**config.mk**
```make
export PLATFORM = sky130hd
export DESIGN_NAME = prf_free_list_flat
export DESIGN_NICKNAME = d
export VERILOG_FILES = /design/src/rtl/core_types_pkg.sv /design/src/rtl/prf_free_list_if.sv /design/src/rtl/prf_free_list_bank.sv /design/src/rtl/prf_free_list.sv /design/src/flat_wrapper.sv
export SDC_FILE = /design/constraint.sdc
export NUM_CORES = 1
export LEC_CHECK = 0
export BUFFER_PORTS_ARGS = -buffer_cell sky130_fd_sc_hd__buf_2
export CORE_ASPECT_RATIO = 0.75
export CORE_MARGIN = 4
export CORE_UTILIZATION = 55
export DETAILED_ROUTE_END_ITERATION = 12
export PLACE_DENSITY = 0.79
export SETUP_SLACK_MARGIN = 0.15
export SLEW_MARGIN = 15
export SYNTH_ARGS = -nofsm -noshare
export SYNTH_HDL_FRONTEND = slang
export SYNTH_SLANG_ARGS = --single-unit
```
**constraint.sdc**
```tcl
create_clock -name CLK -period 2.6 [get_ports CLK]
set_input_delay 0 -clock CLK [delete_from_list [all_inputs] [get_ports CLK]]
set_output_delay 0 -clock CLK [all_outputs]
set_load 0.005 [all_outputs]
```
**src/rtl/core_types_pkg.sv**
```systemverilog
// Shared core sizing for the physical register file and its free list.
// Also holds the reset-layout helpers used by each free-list bank.
package core_types_pkg;

  localparam int unsigned PR_COUNT           = 128;
  localparam int unsigned LOG_PR_COUNT       = $clog2(PR_COUNT);
  localparam int unsigned PRF_BANK_COUNT     = 4;
  localparam int unsigned LOG_PRF_BANK_COUNT = $clog2(PRF_BANK_COUNT);
  localparam int unsigned AR_COUNT           = 32;
  localparam int unsigned BANK_DEPTH         = PR_COUNT / PRF_BANK_COUNT;
  localparam int unsigned LOG_BANK_DEPTH     = $clog2(BANK_DEPTH);

  typedef logic [LOG_PR_COUNT-1:0]   pr_t;
  typedef logic [LOG_BANK_DEPTH:0]   bank_count_t;
  typedef logic [LOG_BANK_DEPTH-1:0] bank_ptr_t;

  // Lowest PR at or above AR_COUNT that belongs to the given bank.
  function automatic int unsigned first_free_pr(input int unsigned bank);
    return AR_COUNT +
           ((bank + PRF_BANK_COUNT - (AR_COUNT % PRF_BANK_COUNT)) % PRF_BANK_COUNT);
  endfunction

  // Number of unmapped PRs that live in the given bank at reset.
  function automatic int unsigned init_count(input int unsigned bank);
    int unsigned first;
    first = first_free_pr(bank);
    if (first >= PR_COUNT)
      return 0;
    return (PR_COUNT - first + PRF_BANK_COUNT - 1) / PRF_BANK_COUNT;
  endfunction

endpackage

```
**src/rtl/prf_free_list_if.sv**
```systemverilog
// Alloc/free bundle between rename, ROB commit/rollback and the PR free list.
interface prf_free_list_if;
  import core_types_pkg::*;

  logic [PRF_BANK_COUNT-1:0]        alloc_req_by_bank;
  logic [PRF_BANK_COUNT-1:0]        alloc_ready_by_bank;
  pr_t [PRF_BANK_COUNT-1:0]         alloc_pr_by_bank;
  logic [PRF_BANK_COUNT-1:0]        free_valid_by_bank;
  pr_t [PRF_BANK_COUNT-1:0]         free_pr_by_bank;
  bank_count_t [PRF_BANK_COUNT-1:0] free_count_by_bank;
  logic                             error_overflow;

  modport master (
    output alloc_req_by_bank,
    output free_valid_by_bank,
    output free_pr_by_bank,
    input  alloc_ready_by_bank,
    input  alloc_pr_by_bank,
    input  free_count_by_bank,
    input  error_overflow
  );

  modport slave (
    input  alloc_req_by_bank,
    input  free_valid_by_bank,
    input  free_pr_by_bank,
    output alloc_ready_by_bank,
    output alloc_pr_by_bank,
    output free_count_by_bank,
    output error_overflow
  );

endinterface

```
**src/rtl/prf_free_list_bank.sv**
```systemverilog
// One bank of the PR free list: circular FIFO with first-word fall-through,
// reset-loaded with the unmapped PRs whose low index bits equal BANK_IDX.
module prf_free_list_bank
  import core_types_pkg::*;
#(
  parameter int unsigned BANK_IDX = 0
) (
  input  logic        CLK,
  input  logic        RST,
  input  logic        alloc_req,
  output logic        alloc_ready,
  output pr_t         alloc_pr,
  input  logic        free_valid,
  input  pr_t         free_pr,
  output bank_count_t count,
  output logic        error
);

  localparam int unsigned INIT_COUNT = init_count(BANK_IDX);
  localparam int unsigned INIT_FIRST = first_free_pr(BANK_IDX);

  pr_t         mem [BANK_DEPTH];
  bank_ptr_t   head;
  bank_ptr_t   tail;
  bank_count_t count_q;

  logic pop;
  logic push;
  logic full;
  logic mismatch;

  // A full bank still accepts a push when the same cycle pops, so the
  // slot being vacated at head absorbs the write at tail.
  always_comb begin
    alloc_ready = (count_q != '0);
    alloc_pr    = mem[head];
    full        = (count_q == bank_count_t'(BANK_DEPTH));
    pop         = alloc_req & alloc_ready;
    push        = free_valid & (~full | pop);
    mismatch    = (free_pr[LOG_PRF_BANK_COUNT-1:0] != LOG_PRF_BANK_COUNT'(BANK_IDX));
    error       = free_valid & ((full & ~pop) | mismatch);
  end

  assign count = count_q;

  always_ff @(posedge CLK) begin
    if (RST) begin
      head    <= '0;
      tail    <= bank_ptr_t'(INIT_COUNT);
      count_q <= bank_count_t'(INIT_COUNT);
      for (int unsigned i = 0; i < BANK_DEPTH; i++) begin
        mem[i] <= (i < INIT_COUNT) ? pr_t'(INIT_FIRST + i * PRF_BANK_COUNT) : '0;
      end
    end else begin
      if (pop)
        head <= head + bank_ptr_t'(1);
      if (push) begin
        mem[tail] <= free_pr;
        tail      <= tail + bank_ptr_t'(1);
      end
      count_q <= count_q + bank_count_t'(push) - bank_count_t'(pop);
    end
  end

endmodule

```
**src/rtl/prf_free_list.sv**
```systemverilog
// Banked physical-register free list: one independent FIFO per PRF bank,
// plus a sticky overflow/bank-mismatch flag shared across banks.
module prf_free_list
  import core_types_pkg::*;
(
  input  logic           CLK,
  input  logic           RST,
  prf_free_list_if.slave bus
);

  logic [PRF_BANK_COUNT-1:0]        bank_ready;
  pr_t [PRF_BANK_COUNT-1:0]         bank_pr;
  bank_count_t [PRF_BANK_COUNT-1:0] bank_count;
  logic [PRF_BANK_COUNT-1:0]        bank_error;
  logic                             error_q;

  for (genvar b = 0; b < PRF_BANK_COUNT; b++) begin : g_bank
    prf_free_list_bank #(
      .BANK_IDX(b)
    ) u_bank (
      .CLK         (CLK),
      .RST         (RST),
      .alloc_req   (bus.alloc_req_by_bank[b]),
      .alloc_ready (bank_ready[b]),
      .alloc_pr    (bank_pr[b]),
      .free_valid  (bus.free_valid_by_bank[b]),
      .free_pr     (bus.free_pr_by_bank[b]),
      .count       (bank_count[b]),
      .error       (bank_error[b])
    );
  end

  always_ff @(posedge CLK) begin
    if (RST)
      error_q <= 1'b0;
    else if (|bank_error)
      error_q <= 1'b1;
  end

  assign bus.alloc_ready_by_bank = bank_ready;
  assign bus.alloc_pr_by_bank    = bank_pr;
  assign bus.free_count_by_bank  = bank_count;
  assign bus.error_overflow      = error_q;

endmodule

```
**src/flat_wrapper.sv**
```systemverilog
// flat-port wrapper written by rule: the top's interface ports become plain ports
module prf_free_list_flat import core_types_pkg::*;
  (CLK, RST, bus_alloc_req_by_bank, bus_free_valid_by_bank, bus_free_pr_by_bank, bus_alloc_ready_by_bank, bus_alloc_pr_by_bank, bus_free_count_by_bank, bus_error_overflow);
  prf_free_list_if bus_i ();
  input  logic CLK;
  input  logic RST;
  input wire logic [$bits(bus_i.alloc_req_by_bank)-1:0] bus_alloc_req_by_bank;
  input wire logic [$bits(bus_i.free_valid_by_bank)-1:0] bus_free_valid_by_bank;
  input wire logic [$bits(bus_i.free_pr_by_bank)-1:0] bus_free_pr_by_bank;
  output wire logic [$bits(bus_i.alloc_ready_by_bank)-1:0] bus_alloc_ready_by_bank;
  output wire logic [$bits(bus_i.alloc_pr_by_bank)-1:0] bus_alloc_pr_by_bank;
  output wire logic [$bits(bus_i.free_count_by_bank)-1:0] bus_free_count_by_bank;
  output wire logic [$bits(bus_i.error_overflow)-1:0] bus_error_overflow;
  assign bus_i.alloc_req_by_bank = bus_alloc_req_by_bank;
  assign bus_i.free_valid_by_bank = bus_free_valid_by_bank;
  assign bus_i.free_pr_by_bank = bus_free_pr_by_bank;
  assign bus_alloc_ready_by_bank = bus_i.alloc_ready_by_bank;
  assign bus_alloc_pr_by_bank = bus_i.alloc_pr_by_bank;
  assign bus_free_count_by_bank = bus_i.free_count_by_bank;
  assign bus_error_overflow = bus_i.error_overflow;
  prf_free_list u_core (.CLK(CLK), .RST(RST), .bus(bus_i));
endmodule
```
==> load_flow_metrics.sql <==
INSERT INTO impl_metrics (metric_group, metric, value, unit) VALUES
('job', 'cap_viol_max_count', '0', ''),
('floorplan', 'core_area', '82430', 'um2'),
('drt', 'drc', '0', ''),
('timing', 'finClkSkew', '0.01939', 'ns'),
('final_layout', 'multi_input_gate_area', '16250', 'um2'),
('critical_path', 'setup.worst_path.start_class', 'flip-flop', ''),
('pwr', 'design_power_total', '0.03635', 'W'),
('critical_path', 'setup.worst_path.end_class', 'primary output', ''),
('hold_path', 'whs_endpoint', 'u_core.g_bank[0].u_bank.mem[4][2]', ''),
('clocking', 'clock-root-buffer', 'clkbuf_16', ''),
('timing', 'setup_repair_after_global_routing_missed_its_margin', 'yes', ''),
('critical_path', 'r2r_start', 'u_core.g_bank[0].u_bank.count[2]', ''),
('timing', 'clock.fmax', '396.9', 'MHz'),
('synth', 'most_frequently_used_flop_master_after_synthesis', 'edfxtp_1', ''),
('floorplan', 'top_level_ports', '95', ''),
('clocking', 'cts_tree', 'built', ''),
('synth', 'count_leader_synth', 'edfxtp_1', ''),
('drt', 'count_of_routing_violations_after_the_opening_detailed_route_iteration', '4156', ''),
('final_layout', 'post-route-util', '0.6491', ''),
('placement', 'dp_hpwl', '74.12', 'mm'),
('drt', 'antenna_violating_nets_post_route', '0', ''),
('timing', 'max_slew.worst_pin.slew', '0.9714', 'ns'),
('synth', 'synthDominantAreaCellType', 'edfxtp_1', ''),
('global_route', 'grt_max_degree', '64', ''),
('synth', 'total_of_flip_flops_plus_latches_after_synthesis', '981', ''),
('clocking', 'cts_h_tree_lvls', '3', ''),
('final_layout', 'combined_flip_flop_and_latch_cell_area', '28640', 'um2'),
('drt', 'vias_per_cell', '6.307', ''),
('synth', 'netlist-cell-type-count', '58', ''),
('critical_path', 'worst-path-max-fanout', '6', ''),
('final_layout', 'layout-area-overhead-vs-synth', '16.69', '%'),
('clocking', 'clkTransAtPathRegs', '0.06', 'ns'),
('timing', 'period_share', '0.9691', ''),
('critical_path', 'critPathArrivalTime', '2.52', 'ns'),
('clocking', 'cts_num_sinks', '981', ''),
('critical_path', 'critical_path_cell_list', 'buf_12 > buf_16 > mux4_2 > a22oi_2 > nand4_1 > buf_2', ''),
('pwr', 'power_density', '679.3', 'nW/um2'),
('timing', 'slew_viols_final', '0', ''),
('hold_path', 'worstHoldPathType', 'primary input to flip-flop', ''),
('synth', 'synth_nets', '3516', ''),
('timing', 'setup_viol', '0', ''),
('final_layout', 'final_cells', '4798', ''),
('drt', 'wl_per_cell', '24.50', 'um'),
('outcome', 'run_status', 'finished clean', ''),
('synth', 'synth_commonest_cells', 'edfxtp_1 (896), and2_1 (356), or3_1 (272), clkbuf_1 (220), nor3_1 (183)', ''),
('clocking', 'clk-insertion-delay-late', '0.66', 'ns'),
('synth', 'post-synth-top-area-fraction', '0.5868', ''),
('drt', 'detail_route.first_pass.iterations', '6', ''),
('timing', 'hold_viol_final', '0', ''),
('critical_path', 'timing.reg2reg.setup_slack', '0.15', 'ns'),
('synth', 'seq_area_frac_synth', '0.6239', ''),
('pwr', 'static-leakage-power', '16.70', 'nW'),
('hold_path', 'min-delay-start', 'bus_free_pr_by_bank[2]', ''),
('placement', 'numPortBuffers', '94', ''),
('synth', 'synthTopCellsByArea', 'edfxtp_1 (59%), mux4_2 (8.3%), and2_1 (4.9%)', ''),
('floorplan', 'fp.dieW', '341.4', 'um'),
('critical_path', 'regToRegEndpoint', 'u_core.g_bank[0].u_bank.count[4]', ''),
('global_route', 'gr-total-overflow', '0', ''),
('final_layout', 'fillCellCount', '5747', ''),
('synth', 'synthArstFlopShare', '0', ''),
('global_route', 'grt_first_pass_wirelength', '179.4', 'mm'),
('critical_path', 'crit_path_class', 'flip-flop to primary output', ''),
('floorplan', 'die_h', '258.1', 'um'),
('synth', 'post_synth.cell_area_avg', '13.40', 'um2'),
('global_route', 'grt_pass1_vias', '29249', ''),
('critical_path', 'timing.critical_path.slowest_stage_cell', 'mux4_2', ''),
('clocking', 'tritoncts_buffer_count', '95', ''),
('clocking', 'cts_buffer_depth', '3', ''),
('final_layout', 'num-nets-final', '3701', ''),
('synth', 'synth_area', '45850', 'um2'),
('synth', 'netlist_instances', '3422', '');
## kinds of logic (layout without fill, tap and decap cells)
logic type,after synthesis,after routing,share of synthesized area
DFF,981,981,0.6239
and+or+nand+nor,1333,1333,0.1599
muxes,284,284,0.1078
xor gates and xnor gates,39,39,0.007449
other,0,1,0
buffers and inverters,387,646,0.03591
adders and majority gates,56,56,0.01594
AOI/OAI and AO/OA,342,342,0.04904
## what timing repair did
item                       4_1_cts  5_1_grt
gates cloned                    12        2
pin swaps                       35       30
setup endpoints to repair      160      340
resized for setup              133       78
hold endpoints to repair       244        0
setup buffers                   46        9
hold buffers                    23        0
## stage by stage
stage	setup slack, ns	cell area, um2
after floorplan	0.08491	45860
after global placement	0.05068	48380
after detailed placement	-0.08851	48380
after CTS	0.07588	53090
after global routing	-0.007924	53500
final	0.08038	53510
## where the power goes
part	total (W)	internal, W	switching [W]
Clock	0.0139	0.00789	0.00597
Combinational	0.00449	0.00192	0.00257
Sequential	0.0180	0.0177	0.000327
Total	0.0363	0.0275	0.00886
## per-layer routing
metal  wire length, um  GRT usage  vias up
li1                  -          -    13223
met4              3197    0.07620        0
met3             12360    0.05766      236
met1             49030     0.3948    15025
met2             52950     0.3970     1778
met5                 0          0        -
## worst max-delay path by stage
| stage | from | end | slack, ns |
|---|---|---|---|
| 2_1_floorplan | u_core.g_bank[0].u_bank.count[4] | u_core.g_bank[0].u_bank.count[4] | 0.08 |
| 3_3_place_gp | u_core.g_bank[2].u_bank.count[4] | u_core.g_bank[2].u_bank.mem[8][6] | 0.05 |
| 3_5_place_dp | u_core.g_bank[2].u_bank.count[4] | u_core.g_bank[2].u_bank.mem[12][1] | -0.09 |
| 4_1_cts | flip-flop | bus_alloc_pr_by_bank[21] | 0.08 |
| 5_1_grt | u_core.g_bank[0].u_bank.count[4] | u_core.g_bank[0].u_bank.count[4] | -0.008 |
| 6_report | flip-flop | bus_alloc_pr_by_bank[22] | 0.08 |
## placed cells by master (no fill, tap or decap), types with 8 or more instances in the layout
| cell type | synthesis | layout |
|---|---|---|
| dfxtp_1 | 85 | 76 |
| and2_1 | 356 | 356 |
| clkbuf_16 | 0 | 99 |
| nor2_1 | 156 | 149 |
| inv_1 | 48 | 47 |
| buf_2 | 82 | 94 |
| or3_1 | 272 | 272 |
| nand3_1 | 56 | 56 |
| nand3b_1 | 18 | 18 |
| nand2_1 | 176 | 176 |
| mux2i_1 | 116 | 111 |
| nor3_1 | 183 | 183 |
| mux4_2 | 168 | 168 |
| and3b_1 | 8 | 8 |
| edfxtp_1 | 896 | 896 |
| clkbuf_1 | 220 | 22 |
| nor4_1 | 8 | 8 |
| nand4_1 | 33 | 33 |
| a22oi_2 | 0 | 72 |
| buf_4 | 13 | 226 |
| dfxtp_4 | 0 | 9 |
| buf_6 | 5 | 14 |
| ha_1 | 52 | 49 |
| clkinv_1 | 3 | 13 |
| buf_16 | 0 | 15 |
| clkinv_2 | 0 | 18 |
| nor2b_1 | 16 | 8 |
| xnor2_1 | 22 | 22 |
| dlygate4sd3_1 | 0 | 23 |
| o21ai_1 | 0 | 35 |
| a22oi_1 | 112 | 40 |
| a21oi_1 | 43 | 41 |
| buf_12 | 0 | 42 |
| xor2_1 | 17 | 17 |
| bufinv_16 | 0 | 9 |
| o21ai_0 | 134 | 93 |
## sequential cells by signal, indices dropped and copies added (netlist names), named ones only
signal	count
u_core.g_bank.u_bank.mem	896
u_core.g_bank.u_bank.count	24
u_core.g_bank.u_bank.head	20
u_core.g_bank.u_bank.tail	20
u_core.bus.error_overflow	1
## area by class of cell
class | instances | share of cell area
tap | 1116 | 0.02610
sequential | 981 | 0.5353
multi-input combinational | 2054 | 0.3036
inverter | 54 | 0.003835
clock inverter | 47 | 0.009026
timing repair buffer | 421 | 0.07385
antenna | 1 | 0.00004677
clock buffer | 124 | 0.04820
## worst max-delay path: cells and delay by family (launching register included)
kind	cells	cell delay, ns
mux	1	0.53
buf+inv	3	0.46
flops	1	0.38
compound gates	1	0.25
simple gates	1	0.24
(Power assumes the default switching activity.)
